File: config.mk
export PLATFORM = sky130hd
export DESIGN_NAME = eth_tx_arbiter
export DESIGN_NICKNAME = d
export VERILOG_FILES = /design/src/rtl/eth_tx_pkg.sv /design/src/rtl/eth_tx_arbiter_frame_counter.sv /design/src/rtl/eth_tx_arbiter.sv
export SDC_FILE = /design/constraint.sdc
export NUM_CORES = 1
export LEC_CHECK = 0
export BUFFER_PORTS_ARGS = -buffer_cell sky130_fd_sc_hd__clkbuf_2
export CAP_MARGIN = 20
export CORE_MARGIN = 2
export CORE_UTILIZATION = 35
export CTS_CLUSTER_DIAMETER = 120
export DETAILED_ROUTE_END_ITERATION = 8
export PLACE_DENSITY = 0.66
export SETUP_SLACK_MARGIN = 0.15
export SYNTH_ARGS = -nofsm -noshare
export SYNTH_HDL_FRONTEND = slang
export SYNTH_SLANG_ARGS = --single-unit
File: constraint.sdc
create_clock -name clk -period 2.45 [get_ports clk]
set_input_delay 0.6125 -clock clk [delete_from_list [all_inputs] [get_ports clk]]
set_output_delay 0.6125 -clock clk [all_outputs]
set_load 0.02 [all_outputs]
File: src/rtl/eth_tx_pkg.sv
`default_nettype none
// ============================================================================
// Module      : eth_tx_pkg
// Description : Shared types and constants for the Ethernet TX arbiter.
//               Holds the arbiter state type, the grant encodings and a helper
//               that maps a state onto its grant vector.
// Revision    : 1.0 - initial release
// ============================================================================
package eth_tx_pkg;

   // Grant states share their low bits with the grant vector, so GRANT_A/
   // GRANT_D read out directly as GNT_A/GNT_D. GAP must still report no grant.
   typedef enum logic [1:0] {
      IDLE    = 2'b00,
      GRANT_A = 2'b01,
      GRANT_D = 2'b10,
      GAP     = 2'b11
   } arb_state_t;

   localparam logic [1:0] GNT_NONE = 2'b00;
   localparam logic [1:0] GNT_A    = 2'b01;
   localparam logic [1:0] GNT_D    = 2'b10;

   function automatic logic [1:0] grant_of(input arb_state_t state);
      case (state)
         GRANT_A: grant_of = GNT_A;
         GRANT_D: grant_of = GNT_D;
         default: grant_of = GNT_NONE;
      endcase
   endfunction

endpackage
`default_nettype wire

File: src/rtl/eth_tx_arbiter_frame_counter.sv
`default_nettype none
// ============================================================================
// Module      : eth_tx_arbiter_frame_counter
// Description : Wrapping frame counter with a single-cycle increment strobe.
// Ports       : clk    - clock
//               rst_n  - asynchronous active-low reset (clears the count)
//               inc    - increment strobe, one count per cycle it is high
//               count  - current count, wraps from all-ones to zero
// Revision    : 1.0 - initial release
// ============================================================================
module eth_tx_arbiter_frame_counter #(
   parameter int CNT_W = 16
) (
   input  logic             clk,
   input  logic             rst_n,
   input  logic             inc,
   output logic [CNT_W-1:0] count
);

   logic [CNT_W-1:0] r_count;

   always_ff @(posedge clk or negedge rst_n) begin
      if (!rst_n) begin
         r_count <= '0;
      end else if (inc) begin
         r_count <= r_count + CNT_W'(1);
      end
   end

   assign count = r_count;

endmodule
`default_nettype wire

File: src/rtl/eth_tx_arbiter.sv
`default_nettype none
// ============================================================================
// Module      : eth_tx_arbiter
// Description : Frame-level arbiter sharing one TX stream between the ARP
//               reply source (A) and the data/IP source (D). ARP wins ties
//               unless it has taken ARP_BURST_MAX grants in a row while D was
//               waiting. A grant lasts a whole frame; IFG_CYCLES idle cycles
//               follow every frame. Per-source completed-frame counters.
// Ports       : clk, rst_n            - clock, async active-low reset
//               i_enable              - allow new grants (never cuts a frame)
//               a_data/valid/last/ready - ARP reply stream
//               d_data/valid/last/ready - data-path stream
//               o_tx_data/valid/last, o_tx_ready - muxed stream to the MAC
//               o_busy                - arbiter not idle
//               o_grant               - {grant_d, grant_a}
//               o_arp_frames/o_data_frames - completed frame counts (wrap)
// Revision    : 1.0 - initial release
// ============================================================================
module eth_tx_arbiter
   import eth_tx_pkg::*;
#(
   parameter int DATA_W        = 32,
   parameter int ARP_BURST_MAX = 4,
   parameter int IFG_CYCLES    = 3,
   parameter int CNT_W         = 16
) (
   input  logic              clk,
   input  logic              rst_n,
   input  logic              i_enable,
   input  logic [DATA_W-1:0] a_data,
   input  logic              a_valid,
   input  logic              a_last,
   output logic              a_ready,
   input  logic [DATA_W-1:0] d_data,
   input  logic              d_valid,
   input  logic              d_last,
   output logic              d_ready,
   output logic [DATA_W-1:0] o_tx_data,
   output logic              o_tx_valid,
   output logic              o_tx_last,
   input  logic              o_tx_ready,
   output logic              o_busy,
   output logic [1:0]        o_grant,
   output logic [CNT_W-1:0]  o_arp_frames,
   output logic [CNT_W-1:0]  o_data_frames
);

   localparam int c_starve_w = $clog2(ARP_BURST_MAX + 1);
   localparam int c_gap_w    = (IFG_CYCLES > 1) ? $clog2(IFG_CYCLES) : 1;
   localparam logic [c_starve_w-1:0] c_starve_max = c_starve_w'(ARP_BURST_MAX);
   localparam logic [c_gap_w-1:0]    c_gap_load   =
      c_gap_w'((IFG_CYCLES > 0) ? IFG_CYCLES - 1 : 0);

   arb_state_t            r_state;
   arb_state_t            w_next_state;
   logic [c_gap_w-1:0]    r_gap_cnt;
   logic [c_starve_w-1:0] r_starve_cnt;
   logic [c_starve_w-1:0] w_starve_inc;
   logic [1:0]            r_grant;
   logic                  w_starved;
   logic                  w_frame_end;
   logic                  w_a_done;
   logic                  w_d_done;

   // D has waited through a full ARP burst and is still asking.
   assign w_starved    = d_valid && (r_starve_cnt == c_starve_max);
   assign w_starve_inc = (r_starve_cnt == c_starve_max) ? r_starve_cnt
                                                        : r_starve_cnt + 1'b1;

   assign w_frame_end = o_tx_valid && o_tx_ready && o_tx_last;
   assign w_a_done    = (r_state == GRANT_A) && w_frame_end;
   assign w_d_done    = (r_state == GRANT_D) && w_frame_end;

   // ------------------------------------------------------------------
   // State register plus the small counters that move with it
   // ------------------------------------------------------------------
   always_ff @(posedge clk or negedge rst_n) begin
      if (!rst_n) begin
         r_state      <= IDLE;
         r_grant      <= GNT_NONE;
         r_gap_cnt    <= '0;
         r_starve_cnt <= '0;
      end else begin
         r_state <= w_next_state;
         r_grant <= grant_of(w_next_state);

         // The starvation count only moves on an IDLE decision; it looks at
         // d_valid as seen at that decision.
         if (r_state == IDLE) begin
            if (w_next_state == GRANT_A) begin
               r_starve_cnt <= d_valid ? w_starve_inc : '0;
            end else if (w_next_state == GRANT_D) begin
               r_starve_cnt <= '0;
            end
         end

         if ((r_state != GAP) && (w_next_state == GAP)) begin
            r_gap_cnt <= c_gap_load;
         end else if ((r_state == GAP) && (r_gap_cnt != '0)) begin
            r_gap_cnt <= r_gap_cnt - 1'b1;
         end
      end
   end

   // ------------------------------------------------------------------
   // Next-state logic
   // ------------------------------------------------------------------
   always_comb begin
      w_next_state = r_state;
      case (r_state)
         IDLE: begin
            if (i_enable) begin
               if (a_valid && !w_starved) begin
                  w_next_state = GRANT_A;
               end else if (d_valid) begin
                  w_next_state = GRANT_D;
               end
            end
         end
         GRANT_A, GRANT_D: begin
            if (w_frame_end) begin
               w_next_state = (IFG_CYCLES > 0) ? GAP : IDLE;
            end
         end
         GAP: begin
            if (r_gap_cnt == '0) begin
               w_next_state = IDLE;
            end
         end
         default: w_next_state = IDLE;
      endcase
   end

   // ------------------------------------------------------------------
   // Output logic: zero-latency mux while granted, everything 0 otherwise
   // ------------------------------------------------------------------
   always_comb begin
      o_tx_data  = '0;
      o_tx_valid = 1'b0;
      o_tx_last  = 1'b0;
      a_ready    = 1'b0;
      d_ready    = 1'b0;
      case (r_state)
         GRANT_A: begin
            o_tx_data  = a_data;
            o_tx_valid = a_valid;
            o_tx_last  = a_last;
            a_ready    = o_tx_ready;
         end
         GRANT_D: begin
            o_tx_data  = d_data;
            o_tx_valid = d_valid;
            o_tx_last  = d_last;
            d_ready    = o_tx_ready;
         end
         default: begin
            o_tx_data  = '0;
         end
      endcase
   end

   assign o_busy  = (r_state != IDLE);
   assign o_grant = r_grant;

   eth_tx_arbiter_frame_counter #(
      .CNT_W (CNT_W)
   ) u_arp_cnt (
      .clk   (clk),
      .rst_n (rst_n),
      .inc   (w_a_done),
      .count (o_arp_frames)
   );

   eth_tx_arbiter_frame_counter #(
      .CNT_W (CNT_W)
   ) u_data_cnt (
      .clk   (clk),
      .rst_n (rst_n),
      .inc   (w_d_done),
      .count (o_data_frames)
   );

endmodule
`default_nettype wire
After elaboration in Yosys (flattened, before gate mapping)
Index checks and enable logic that the tools add are counted.
- $mul: 0
- reduce and logical (&&, ||, !) cells: 17
- bitwise logic cells: 0
- $lt $le $gt $ge: 0
- shifts and indexed selects: 0
- $add $sub $neg: 4
- muxes and demuxes: 18
- div/mod/pow operators: 0
- equality and inequality tests: 9
- operators by type and width (cell ; count):
    $pmux 32 s2 ; 1
    $add 16x1->16 const B ; 2
    $mux 2 ; 7
    $mux 3 ; 4
    $eq 2x2->1 const B ; 4
    $logic_and 1x1->1 ; 8
    $reduce_bool 2->1 ; 4
    $pmux 2 s3 ; 1
    $eq 2x1->1 const B ; 2
    $logic_not 2->1 ; 2
    $pmux 1 s2 ; 2
    $pmux 2 s2 ; 1
    $add 3x1->3 const B ; 1
    $eq 3x3->1 const B ; 1
    $ne 3x3->1 const B ; 1
    $reduce_and 3->1 ; 1
    $mux 1 ; 2
    $ne 2x2->1 const B ; 1
    $reduce_or 2->1 ; 1
    $sub 2x1->2 const B ; 1
    $logic_not 1->1 ; 1
- input port bits: 72
- flip-flop bits (word level): 41
- bits in read-only memories: 0
- bits in latches: 0
- logic and storage cells: 54
- memories kept: 0
- output and inout port bits: 71
- memory bits (writable): 0

Logic depth before layout (Yosys ltp)
- depth after elaboration: 10
- depth in mapped cells: 10
- gate-level depth less buffers: 7

Modules after synthesis
Synthesis repeated with hierarchy kept, for this count alone.
- cell total of the unflattened synthesis: 264
- area total of the unflattened synthesis: 2625.0 µm²
- modules (own cells, without submodules) (module ; sequential area each (µm²) ; cells an instance ; instances ; area an instance (µm²)):
    eth_tx_arbiter_frame_counter ; 400.4 ; 56 ; 2 ; 695.7
    eth_tx_arbiter ; 225.2 ; 152 ; 1 ; 1233.7

Worst setup path after synthesis
Ideal clock, no wire load.
- path kind: flip-flop to output port
- start point: register r_state[0]
- end point: output o_tx_data[14]
- setup slack: 177 ps
- required time: 1837 ps
- cell stages (with the launch flop): 7
- path buffers: 2
- data arrival time: 1660 ps
- cells stage by stage: dfrtp_1 inv_1 ha_1 clkbuf_1 clkbuf_1 a22oi_1 nor2b_1
- longest elaborated chain between the ends: 2
- elaborated cells between the ends (all ways): 3
- classes of those cells: eq/ne (2); mux (1)
- ends and longest elaborated chain (item ; RTL line ; source):
    start: declaration ; eth_tx_arbiter.sv:54 ; arb_state_t r_state;
    start signal: assignment ; eth_tx_arbiter.sv:84 ; r_state <= w_next_state;
    $eq 2x2->1 or $eq 2x1->1 (tied branches) ; eth_tx_arbiter.sv:143 ; case (r_state)
    $pmux 32 s2 * ; eth_tx_arbiter.sv:143 ;
    end: declaration ; eth_tx_arbiter.sv:38 ; output logic [DATA_W-1:0] o_tx_data,
Every way passes the cells marked *; elsewhere a longest branch is shown, timed or not.

Worst setup path in the final report
- start point: register r_state[1]
- end point: output o_tx_data[12]
Same word-level chain as after synthesis.

==> flow_metrics.tcl <==
set metrics [dict create \
    port_buffers 142 \
    yosysSeqAreaShare 0.416 \
    antenna_found_initial 0 \
    fin_skew_ns 0.00350 \
    switchingPower_mw 1.66 \
    start_kind "flop" \
    p_leak_nw 1.81 \
    dieArea_um2 7740 \
    htree_num_levels 2 \
    hpwl_mm 5.67 \
    ys_dominant_reg_cell "dfrtp_1" \
    overflow 0 \
    nets 483 \
    routed_wl_mm 7.36 \
    grt_pass1_vias 2389 \
    synth_fp_nets 337 \
    min_period_over_period 0.937 \
    crit_path_end "o_tx_data[12]" \
    gp_congestion 0.869 \
    cp-end-kind "primary output" \
    drive_gt1_frac 0.462 \
    antenna_cells 0 \
    grt_pass1_wl_mm 11.2 \
    rsz0062_at_grt "yes" \
    p_per_area_nw_per_um2 1070 \
    cap_violations 0 \
    maxSlewHeadroom 0.593 \
    slew_violations 0 \
    first_pass_iters 5 \
    io_pins 143 \
    post-route-drc-count 0 \
    vdd_ir_drop_max_v 0.000560 \
    layout_common_cells "135 x clkbuf_2, 41 x dfrtp_1, 35 x nor2b_1" \
    ant_nets 0 \
    clkPwrFrac 0.164 \
    hold_path_class "input port to async pin" \
    max_freq_mhz 436 \
    avgSynthCellArea_um2 9.64 \
    clkTransAtPathRegs_ns 0.08 \
    finalSetupViolCount 0 \
    area_delta_synth_final_pct 46.9 \
    ys_seq_elements 41 \
    grt_max_degree 35 \
    placed_cell_area_um2 3300 \
    hold_viol 0 \
    rrSetupSlack_ns 0.34 \
    die_h_um 88.0 \
    r2r_cells 7 \
    setup-tns-final_ns 0 \
    cp.arrival_ns 1.68 \
    dr_total_vias 2516 \
    yosysUniqueCellTypes 38 \
    tightest_slew_ns 0.605 \
    period_needed_ns 2.29 \
    core_region_area_um2 6790 \
    synthArstFlopShare 1.00 \
    required_ns 1.84 \
    seqPwrFrac 0.212 \
    track_usage 0.184 \
    synth-edff-count 0 \
    p_int_mw 2.23 \
    clkLatencyLatePin_ns 0.29 \
    cts.sinks 41 \
    cts-root-buf "clkbuf_8" \
    cts_tree "built" \
    cts_inserted_buffers 5 \
    status "finished, final reports clean" \
    combPwrFrac 0.624 \
    cp_max_fo 17 \
    wl_per_cell_um 14.8 \
    mostFrequentLayoutCell "clkbuf_2" \
    timing.rr.end "u_arp_cnt.count[5]$_DFFE_PN0P_" \
    cts_max_path_buffers 2 \
    num_rows 30 \
    design_area_um2 3630 \
    netlist_area_um2 2470 \
    crit_start "r_state[1]$_DFF_PN0_" \
    initial_utilization 0.363 \
    crit_type "flop to primary output" \
    vias_per_cell 5.04 \
    timing.rr.start "r_state[1]$_DFF_PN0_" \
    power.share.switching 0.428 \
    synth_warnings 0 \
    synthCells 256 \
    dr.first_iter.drc_count 55 \
    fp.dieW_um 88.0 \
]
[worst max-delay path: stages (launching register included)]
cell      delay, ns
dfrtp_1        0.40
buf_4          0.16
ha_4           0.18
buf_12         0.16
a22oi_1        0.24
nor2b_1        0.08
clkbuf_2       0.16
[sequential cells by signal (all words and copies together), names as in the netlist]
signal and flops:
r_state 2, u_data_cnt.count 16, o_grant 2, r_starve_cnt 3, u_arp_cnt.count 16, r_gap_cnt 2
[worst min-delay path by stage]
stage,from,end,slack (ns),cells past startpoint
floorplan,rst_n,o_grant[0]$_DFF_PN0_,0.32,0
global placement,u_arp_cnt.count[15]$_DFFE_PN0P_,u_arp_cnt.count[15]$_DFFE_PN0P_,0.46,1
detailed placement,u_arp_cnt.count[15]$_DFFE_PN0P_,u_arp_cnt.count[15]$_DFFE_PN0P_,0.46,1
CTS,rst_n,u_data_cnt.count[11]$_DFFE_PN0P_,0.29,2
global route,rst_n,u_data_cnt.count[11]$_DFFE_PN0P_,0.30,2
finish,rst_n,u_data_cnt.count[11]$_DFFE_PN0P_,0.29,2
[routing by layer]
layer  vias up  track usage  wire [um]
li1       1191            -          -
met1      1196        0.236       2960
met2       117        0.309       3730
met3        12       0.0452        570
met4         0       0.0531        106
met5         -            0          0
[through the flow]
| stage | hold slack (ns) | instances | total power [mW] | utilization | worst slack [ns] |
|---|---|---|---|---|---|
| floorplan | 0.317 | 256 | 2.24 | - | 0.177 |
| global placement | 0.455 | 485 | 2.90 | 0.485 | 0.260 |
| detailed placement | 0.459 | 485 | 2.93 | 0.485 | 0.176 |
| CTS | 0.294 | 496 | 3.71 | 0.516 | 0.174 |
| global route | 0.303 | 499 | 4.12 | 0.534 | 0.0792 |
| finish | 0.288 | 499 | 3.89 | 0.534 | 0.155 |
[power by group through the flow]
stage | Sequential (mW) | Clock, mW | Combinational [mW]
after floorplan | 0.868 | 0 | 1.38
after global placement | 0.838 | 0 | 2.07
after detailed placement | 0.844 | 0 | 2.09
after CTS | 0.821 | 0.648 | 2.24
after global routing | 0.836 | 0.678 | 2.61
final | 0.824 | 0.637 | 2.43
[synth_stat cells (all sizes together) (5+ instances only)]
library cell / number / area (um^2)
inv: 10 / 37.5
clkbuf: 10 / 37.5
and2: 6 / 40.0
dfrtp: 41 / 1030
a22oi: 33 / 248
nor2b: 35 / 219
nand3: 16 / 80.1
xnor2: 25 / 219
and3: 6 / 37.5
nand2: 16 / 60.1
nand4: 7 / 43.8
buf: 5 / 35.0
nor2: 6 / 22.5
ha: 9 / 113
xor2: 5 / 43.8
[cell families after synthesis]
kind of cell / synth area share
flip-flops: 0.416
adder cells (fa/ha/maj): 0.0456
buffers and inverters: 0.0446
AND/OR/NAND/NOR: 0.223
AO/OA/AOI/OAI: 0.147
XOR/XNOR: 0.106
multiplexers: 0.0177
[area by class of cell]
type,count,area [um^2]
clock buffers,5,68.8
inverters,10,37.5
well taps,96,120
fillers,658,3170
multi-input cells,190,1440
repair buffers,154,873
flip-flops and latches,41,1030
clock inverters,3,65.1
[timing repair]
item                                    4_1_cts  5_1_grt
resized for setup                            10       21
cloned                                        0        2
endpoints found under the setup margin       36       32
hold buffers                                  0        0
buffers inserted                              3        1
Power figures use the tool's default switching activity.
